## config.mk

```make
export PLATFORM = sky130hd
export DESIGN_NAME = tnn_neuron_accum
export DESIGN_NICKNAME = d
export VERILOG_FILES = /design/src/rtl/tnn_neuron_accum.sv
export SDC_FILE = /design/constraint.sdc
export NUM_CORES = 1
export LEC_CHECK = 0
export ABC_AREA = 1
export BUFFER_PORTS_ARGS = -buffer_cell sky130_fd_sc_hd__buf_2
export CAP_MARGIN = 20
export CORE_MARGIN = 2
export CORE_UTILIZATION = 60
export CTS_BUF_LIST = sky130_fd_sc_hd__clkbuf_8
export DETAILED_ROUTE_END_ITERATION = 8
export GPL_TIMING_DRIVEN = 0
export PLACE_DENSITY_LB_ADDON = 0.25
export SETUP_SLACK_MARGIN = 0.1
export SLEW_MARGIN = 20
export SYNTH_ARGS = -nofsm -noshare
export SYNTH_HDL_FRONTEND = slang
export SYNTH_SLANG_ARGS = --single-unit
```

## constraint.sdc

```tcl
create_clock -name clk -period 9.44 [get_ports clk]
set_input_delay 0.472 -clock clk [delete_from_list [all_inputs] [get_ports clk]]
set_output_delay 0.472 -clock clk [all_outputs]
set_load 0.02 [all_outputs]
```

## src/rtl/tnn_neuron_accum.sv

```systemverilog
// Ternary-neuron accumulator: sums (pos - neg) popcount differences over
// NUM_BEATS beats, thresholds the result into {-1, 0, +1} and presents it
// on a valid/ready handshake.
//
//   state | meaning
//   ------+-----------------------------------------------------------
//   ACCUM | accepting beats; cnt tracks position within the frame
//   HOLD  | result held on out_trit/out_sum until downstream takes it
module tnn_neuron_accum #(
    parameter int NUM_BEATS = 4,
    parameter int ACC_W     = 8
) (
    input  logic             clk,
    input  logic             rst_n,
    input  logic             in_valid,
    output logic             in_ready,
    input  logic [4:0]       pc_pos,
    input  logic [4:0]       pc_neg,
    input  logic [ACC_W-1:0] thr_hi,
    input  logic [ACC_W-1:0] thr_lo,
    output logic             out_valid,
    input  logic             out_ready,
    output logic [1:0]       out_trit,
    output logic [ACC_W-1:0] out_sum
);

    localparam int CNT_W = (NUM_BEATS > 1) ? $clog2(NUM_BEATS) : 1;
    localparam logic [CNT_W-1:0] LAST = CNT_W'(NUM_BEATS - 1);

    // Worst-case sum magnitude is 16 per beat; the accumulator must hold it
    // without wrapping since there is no saturation.
    if (NUM_BEATS < 1) begin : g_bad_num_beats
        $error("tnn_neuron_accum: NUM_BEATS must be at least 1");
    end
    if ((2 ** (ACC_W - 1)) <= (16 * NUM_BEATS)) begin : g_bad_acc_w
        $error("tnn_neuron_accum: ACC_W too narrow for 16*NUM_BEATS");
    end

    typedef enum logic {
        ACCUM = 1'b0,
        HOLD  = 1'b1
    } state_t;

    state_t                   state;
    logic        [CNT_W-1:0]  cnt;
    logic signed [ACC_W-1:0]  acc;
    logic signed [ACC_W-1:0]  thr_hi_q;
    logic signed [ACC_W-1:0]  thr_lo_q;

    logic        [4:0]        pos_c;
    logic        [4:0]        neg_c;
    logic signed [5:0]        d6;
    logic signed [ACC_W-1:0]  d_ext;
    logic                     first_beat;
    logic signed [ACC_W-1:0]  base;
    logic signed [ACC_W-1:0]  s;
    logic signed [ACC_W-1:0]  hi_eff;
    logic signed [ACC_W-1:0]  lo_eff;
    logic        [1:0]        trit;

    // Popcounts of a 16-input slice cannot legitimately exceed 16; clamp
    // anything larger so a corrupt input cannot push the sum out of range.
    assign pos_c      = (pc_pos > 5'd16) ? 5'd16 : pc_pos;
    assign neg_c      = (pc_neg > 5'd16) ? 5'd16 : pc_neg;
    assign d6         = $signed({1'b0, pos_c}) - $signed({1'b0, neg_c});
    assign d_ext      = {{(ACC_W - 6){d6[5]}}, d6};

    // The first beat of a frame starts from zero and uses the thresholds
    // presented alongside it, which matters when NUM_BEATS is 1.
    assign first_beat = (cnt == '0);
    assign base       = first_beat ? '0 : acc;
    assign s          = base + d_ext;
    assign hi_eff     = first_beat ? thr_hi : thr_hi_q;
    assign lo_eff     = first_beat ? thr_lo : thr_lo_q;

    // Ternary decision; +1 wins when the thresholds overlap.
    always_comb begin
        trit = 2'b00;
        if (s >= hi_eff) begin
            trit = 2'b01;
        end else if (s <= lo_eff) begin
            trit = 2'b11;
        end
    end

    // in_ready is a state decode, gated by reset so it reads 0 while reset
    // is held and 1 as soon as it is released.
    assign in_ready  = rst_n && (state == ACCUM);
    assign out_valid = (state == HOLD);

    // Frame sequencing: accumulate beats, latch the result, wait for pickup.
    always_ff @(posedge clk) begin
        if (!rst_n) begin
            state    <= ACCUM;
            cnt      <= '0;
            acc      <= '0;
            thr_hi_q <= '0;
            thr_lo_q <= '0;
            out_trit <= 2'b00;
            out_sum  <= '0;
        end else begin
            case (state)
                ACCUM: begin
                    if (in_valid) begin
                        if (first_beat) begin
                            thr_hi_q <= thr_hi;
                            thr_lo_q <= thr_lo;
                        end
                        if (cnt == LAST) begin
                            out_sum  <= s;
                            out_trit <= trit;
                            cnt      <= '0;
                            state    <= HOLD;
                        end else begin
                            acc <= s;
                            cnt <= cnt + 1'b1;
                        end
                    end
                end
                HOLD: begin
                    if (out_ready) begin
                        acc   <= '0;
                        state <= ACCUM;
                    end
                end
                default: state <= ACCUM;
            endcase
        end
    end

endmodule

```

# Word level (Yosys, flattened, before mapping)
# Cells that the tools add are included.
# Widths: inputs -> output; s select.
[classes] n_lt_le_gt_ge=4 multipliers=0 n_mux=16 reduce_logical=5 eq_ne=4 shift=0 div=0 bitwise_logic=1 addsub=3
[op_table] op="$mux 8" count=6
[op_table] op="$pmux 8 s2" count=1
[op_table] op="$gt 5x5->1 const B" count=2
[op_table] op="$mux 5" count=2
[op_table] op="$add 8x6->8" count=1
[op_table] op="$ge 8x8->1" count=1
[op_table] op="$le 8x8->1" count=1
[op_table] op="$mux 2" count=3
[op_table] op="$ne 2x2->1 const B" count=3
[op_table] op="$reduce_and 3->1" count=2
[op_table] op="$sub 5x5->6" count=1
[op_table] op="$mux 1" count=3
[op_table] op="$add 2x1->2 const B" count=1
[op_table] op="$eq 2x2->1 const B" count=1
[op_table] op="$logic_not 2->1" count=1
[op_table] op="$pmux 1 s2" count=1
[op_table] op="$reduce_and 2->1" count=1
[op_table] op="$logic_and 1x1->1" count=1
[op_table] op="$not 1->1" count=1
[word_totals] ram_bits=0 mem_bits_ro=0 input_bits=30 memories=0 register_bits=37 out_inout_bits=12 word_cells=40 latch_bits=0

# Longest topological paths before layout
[logic_depth] word_depth=7 mapped_depth=31 ltp_nobuf=31

# Worst setup path after synthesis
# Ideal clock, no wire load.
[synth_path] path_kind="input port to flip-flop" startpoint="in pc_pos[1]" endpoint="reg out_trit[0]" required_ps=9331 arrival_ps=3746 n_path_buf=0 setup_time_ps=109 setup_slack_ps=5586 cell_stages=29 cell_sequence="nor3_1 > nand2_1 > a21boi_0 > ha_1 > a21oi_1 > nand2_1 > xor2_1 > ha_1 > nand2_1 > inv_1 > nand2_1 > nand3_2 > nand2_1 > nand2_1 > a21oi_1 > xnor2_1 > inv_1 > ha_1 > nand2_1 > nor2_1 > nand3_1 > nor2_1 > nor2_1 > nand2_1 > nand3_1 > nand2_1 > nand3_1 > nand2_1 > inv_1"
[synth_between] elab_chain_len=7 elab_cells_between_ends=8 cone_classes="add/sub: 2; order compare: 3; mux: 3"
[synth_rtl] item="start, declared" line_no="17" source="input logic [4:0] pc_pos,"
[synth_rtl] item="$gt 5x5->1" line_no="63" source="assign pos_c = (pc_pos > 5'd16) ? 5'd16 : pc_pos;"
[synth_rtl] item="$mux 5 (*)" line_no="63"
[synth_rtl] item="$sub 5x5->6 (*)" line_no="65" source="assign d6 = $signed({1'b0, pos_c}) - $signed({1'b0, neg_c});"
[synth_rtl] item="$add 8x6->8 (*)" line_no="72" source="assign s = base + d_ext;"
[synth_rtl] item="$le 8x8->1" line_no="81" source="end else if (s <= lo_eff) begin"
[synth_rtl] item="$mux 2" line_no="81"
[synth_rtl] item="$mux 2 (*)" line_no="79" source="if (s >= hi_eff) begin"
[synth_rtl] item="end signal, assigned" line_no="111" source="out_trit <= trit;"
[synth_rtl] item="end, declared" line_no="23" source="output logic [1:0] out_trit,"
# Every way passes the cells marked *; elsewhere a longest branch is shown, timed or not.
# A chain may end at the register's enable or synchronous reset.

# Worst setup path in the final report
[layout_path] startpoint="reg cnt[0]" endpoint="reg out_trit[0]"
[layout_between] elab_chain_len=6 elab_cells_between_ends=11 cone_classes="add/sub: 1; order compare: 2; eq/ne: 1; mux: 5; reduce/logical: 2"
[layout_rtl] item="start, declared" line_no="45" source="logic [CNT_W-1:0] cnt;"
[layout_rtl] item="start signal, assigned" line_no="116" source="cnt <= cnt + 1'b1;"
[layout_rtl] item="$logic_not 2->1" line_no="70" source="assign first_beat = (cnt == '0);"
[layout_rtl] item="$mux 8" line_no="71" source="assign base = first_beat ? '0 : acc;"
[layout_rtl] item="$add 8x6->8" line_no="72"
[layout_rtl] item="$le 8x8->1" line_no="81"
[layout_rtl] item="$mux 2" line_no="81"
[layout_rtl] item="$mux 2" line_no="79"
# Several ways; a longest one is shown, not always the timed one.

==> metrics.md <==
| Metric | Value |
|---|---|
| Tcrit/Tclk final | 44.1% |
| Syn. warnings | 0 |
| Crit Reg-Reg Endpoint | out_trit[0] |
| Die W | 69.1 um |
| Dpl hpwl | 4580 um |
| Post-CTS Hold Buffers | 0 |
| PD cells | 177 nW/um2 |
| Vias in the first global route | 2,297 |
| F_max | 240 MHz |
| PortBufs | 41 |
| Initial antenna violation count | 0 |
| CP startpoint kind | flip-flop |
| Largest net degree at the start of global routing | 14 |
| Max Buffers Root-to-Sink | 2 |
| Remaining Overflow, GRT | 0 |
| Area after DPL | 2810 um2 |
| Synthesized area per cell | 7.25 um2 |
| Hold/Removal Path Class | reg2reg |
| Clock Pin Slew Worst Setup and Hold Paths | 0.08 ns |
| CP endpoint | out_trit[0] |
| Clock H-tree levels | 2 |
| First-pass DRT Iterations | 4 |
| Max rail drop VDD | 128 uV |
| Core area | 4030 um2 |
| Worst EP required | 9.65 ns |
| Setup bufs post-CTS | 0 |
| CP startpoint | cnt[0] |
| Most frequent cells in the layout | inv_1 (56), nand2_1 (55), buf_2 (45) |
| DP Worst Slack | 5.02 ns |
| Post-DR vias/cell | 5.40 |
| Setup TNS | 0 ns |
| Sink Count | 37 |
| CTS Root Cell | clkbuf_8 |
| Starting DRC count in detailed routing | 96 |
| Worst-path maximum fanout | 10 |
| Mapped Area | 2550 um2 |
| Gr usage total | 25.9% |
| Routed Wire Length | 5920 um |
| Final Hold Viols | 0 |
| # rows | 23 |
| CTS tree | done |
| I/O pins | 42 |
| Seq cells post-synth | 37 |
| RSZ-0062 raised after global routing | false |
| Syn Inst Count | 351 |
| Initial Utilization | 63.2% |
| P_leak | 0.00157 uW |
| Layout cells sized above 1 | 18.0% |
| Ant. Diodes | 0 |
| Layout area overhead | 14.1% |
| Post_cts resized | 0 |
| Final instance area | 2900 um2 |
| Die Y | 69.1 um |
| Max-slew violations | 0 |
| Final WS setup | 5.27 ns |
| Final setup fails | 0 |
| Clock Skew | 0.00959 ns |
| Worst-Skew Late Latency | 0.30 ns |
| WL/cell | 13.2 um |
| Synth unique cells | 36 |
| Layout Nets | 459 |
| R2R depth | 27 |
| Syn_nets | 411 |
| Minimum clock period | 4.17 ns |
| Status | complete, no violations |
| Launching point of the worst reg2reg path | cnt[0] |
| Worst Max-Slew Pin Slew | 0.813 ns |
| Vias | 2,428 |
| TritonCTS Buffers | 5 |
| Register area share after synthesis | 29.1% |
| Die Area | 4780 um2 |
| Max-cap violations | 0 |
| WS Path Type | reg2reg |
| First-pass GRT wire length | 10,200 um |
| CP arrival | 4.37 ns |
| Remaining DRCs | 0 |
| Setup crit end kind | flip-flop |
| GP Congestion | 0.939 |
| Relative slew slack | 45.4% |
| Commonest non-fill, non-tap cell in the layout | inv_1 |
| Reg-to-reg slack, setup | 5.27 ns |
| Post-route ant nets | 0 |
[stage by stage]
stage | std cells | hold slack, ns | utilization [%] | power (uW)
after CTS | 450 | 0.467 | 72.1 | 515
after detailed placement | 442 | 0.451 | 69.8 | 400
after global routing | 450 | 0.491 | 72.1 | 554
after global placement | 442 | 0.441 | 69.8 | 392
final | 450 | 0.464 | 72.1 | 515
after floorplan | 351 | 0.430 | - | 346
[power by group]
| group | internal, uW | switching [uW] |
|---|---|---|
| logic | 85.1 | 142 |
| clock network | 52.4 | 61.0 |
| registers | 169 | 5.52 |
| total | 307 | 208 |
[critical path, cell delays in order (launching register included)]
cell and delay, ns:
dfxtp_1 0.33, inv_1 0.10, ha_1 0.17, buf_2 0.23
buf_1 0.47, nor2_1 0.13, ha_1 0.39, nand2_1 0.07
nand2_1 0.08, nand2_1 0.11, nand3_2 0.11, nand2_1 0.08
nand2_1 0.06, a21oi_1 0.07, xnor2_1 0.36, inv_1 0.12
ha_1 0.33, nand2_1 0.08, nor2_1 0.13, nand3_1 0.11
nor2_1 0.09, nor2_1 0.04, nand2_1 0.05, nand3_1 0.09
nand2_1 0.11, nand3_1 0.08, nand2_1 0.05, inv_1 0.03
[logic make-up after synthesis]
kind of cell | Yosys count | synth area share [%]
and+or+nand+nor | 120 | 20.9
AOI/OAI and AO/OA | 76 | 16.9
buffers and inverters | 68 | 10.4
DFF | 37 | 29.1
adders and majority gates | 30 | 15.3
muxes | 12 | 4.72
xor gates and xnor gates | 8 | 2.75
[flip-flops by register name, summed over array words and instances, names as in the netlist]
signal	count
cnt	2
thr_lo_q	8
out_trit	2
out_sum	8
out_valid	1
acc	8
thr_hi_q	8
[how the worst min path moves through the flow]
| stage | startpoint | endpoint | cells after the start |
|---|---|---|---|
| 3_3_place_gp | thr_lo_q[0] | thr_lo_q[0] | 2 |
| 4_1_cts | thr_lo_q[0] | thr_lo_q[0] | 2 |
| 2_1_floorplan | thr_hi_q[0] | thr_hi_q[0] | 2 |
| 5_1_grt | thr_hi_q[0] | thr_hi_q[0] | 2 |
| 6_report | thr_lo_q[0] | thr_lo_q[0] | 2 |
| 3_5_place_dp | thr_lo_q[0] | thr_lo_q[0] | 2 |
[layer usage]
| layer | up-vias | part of all wire (%) | track usage (%) | wire [um] |
|---|---|---|---|---|
| met2 | 80 | 49 | 44.7 | 2880 |
| met3 | 7 | 7.4 | 4.97 | 437 |
| met4 | 0 | 1.0 | 6.75 | 61 |
| met5 | - | 0 | 0 | 0 |
| li1 | 1246 | - | - | - |
| met1 | 1095 | 43 | 33.2 | 2540 |
[cells in the mapped netlist (all sizes together)]
cell type  number  area share, %
nand3          16            3.9
or2             2           0.49
ha             28             14
a21oi          36            7.5
a211oi          3           0.88
nor2           37            5.7
mux2i          12            4.7
nand3b          1           0.29
dfxtp          37             29
o21ai          27            5.5
xnor2           3            1.0
a21o            2           0.59
xor2            5            1.7
fa              2            1.6
nand2          59            9.1
o32ai           2           0.69
o211ai          2           0.59
a21boi          1           0.29
clkinv          1           0.15
nor3            1           0.20
clkbuf          5           0.88
buf             5           0.93
inv            57            8.4
nand4           4            1.2
a31oi           1           0.25
o31ai           2           0.59
[layout make-up]
| class | count | area [um2] |
|---|---|---|
| multi-input cells | 246 | 1540 |
| fillers | 358 | 1120 |
| flip-flops and latches | 37 | 741 |
| inverters | 58 | 218 |
| repair buffers | 41 | 205 |
| clock buffers | 5 | 68.8 |
| well taps | 50 | 62.6 |
| plain buffers | 10 | 46.3 |
| clock inverters | 3 | 21.3 |
(Power assumes the default switching activity.)
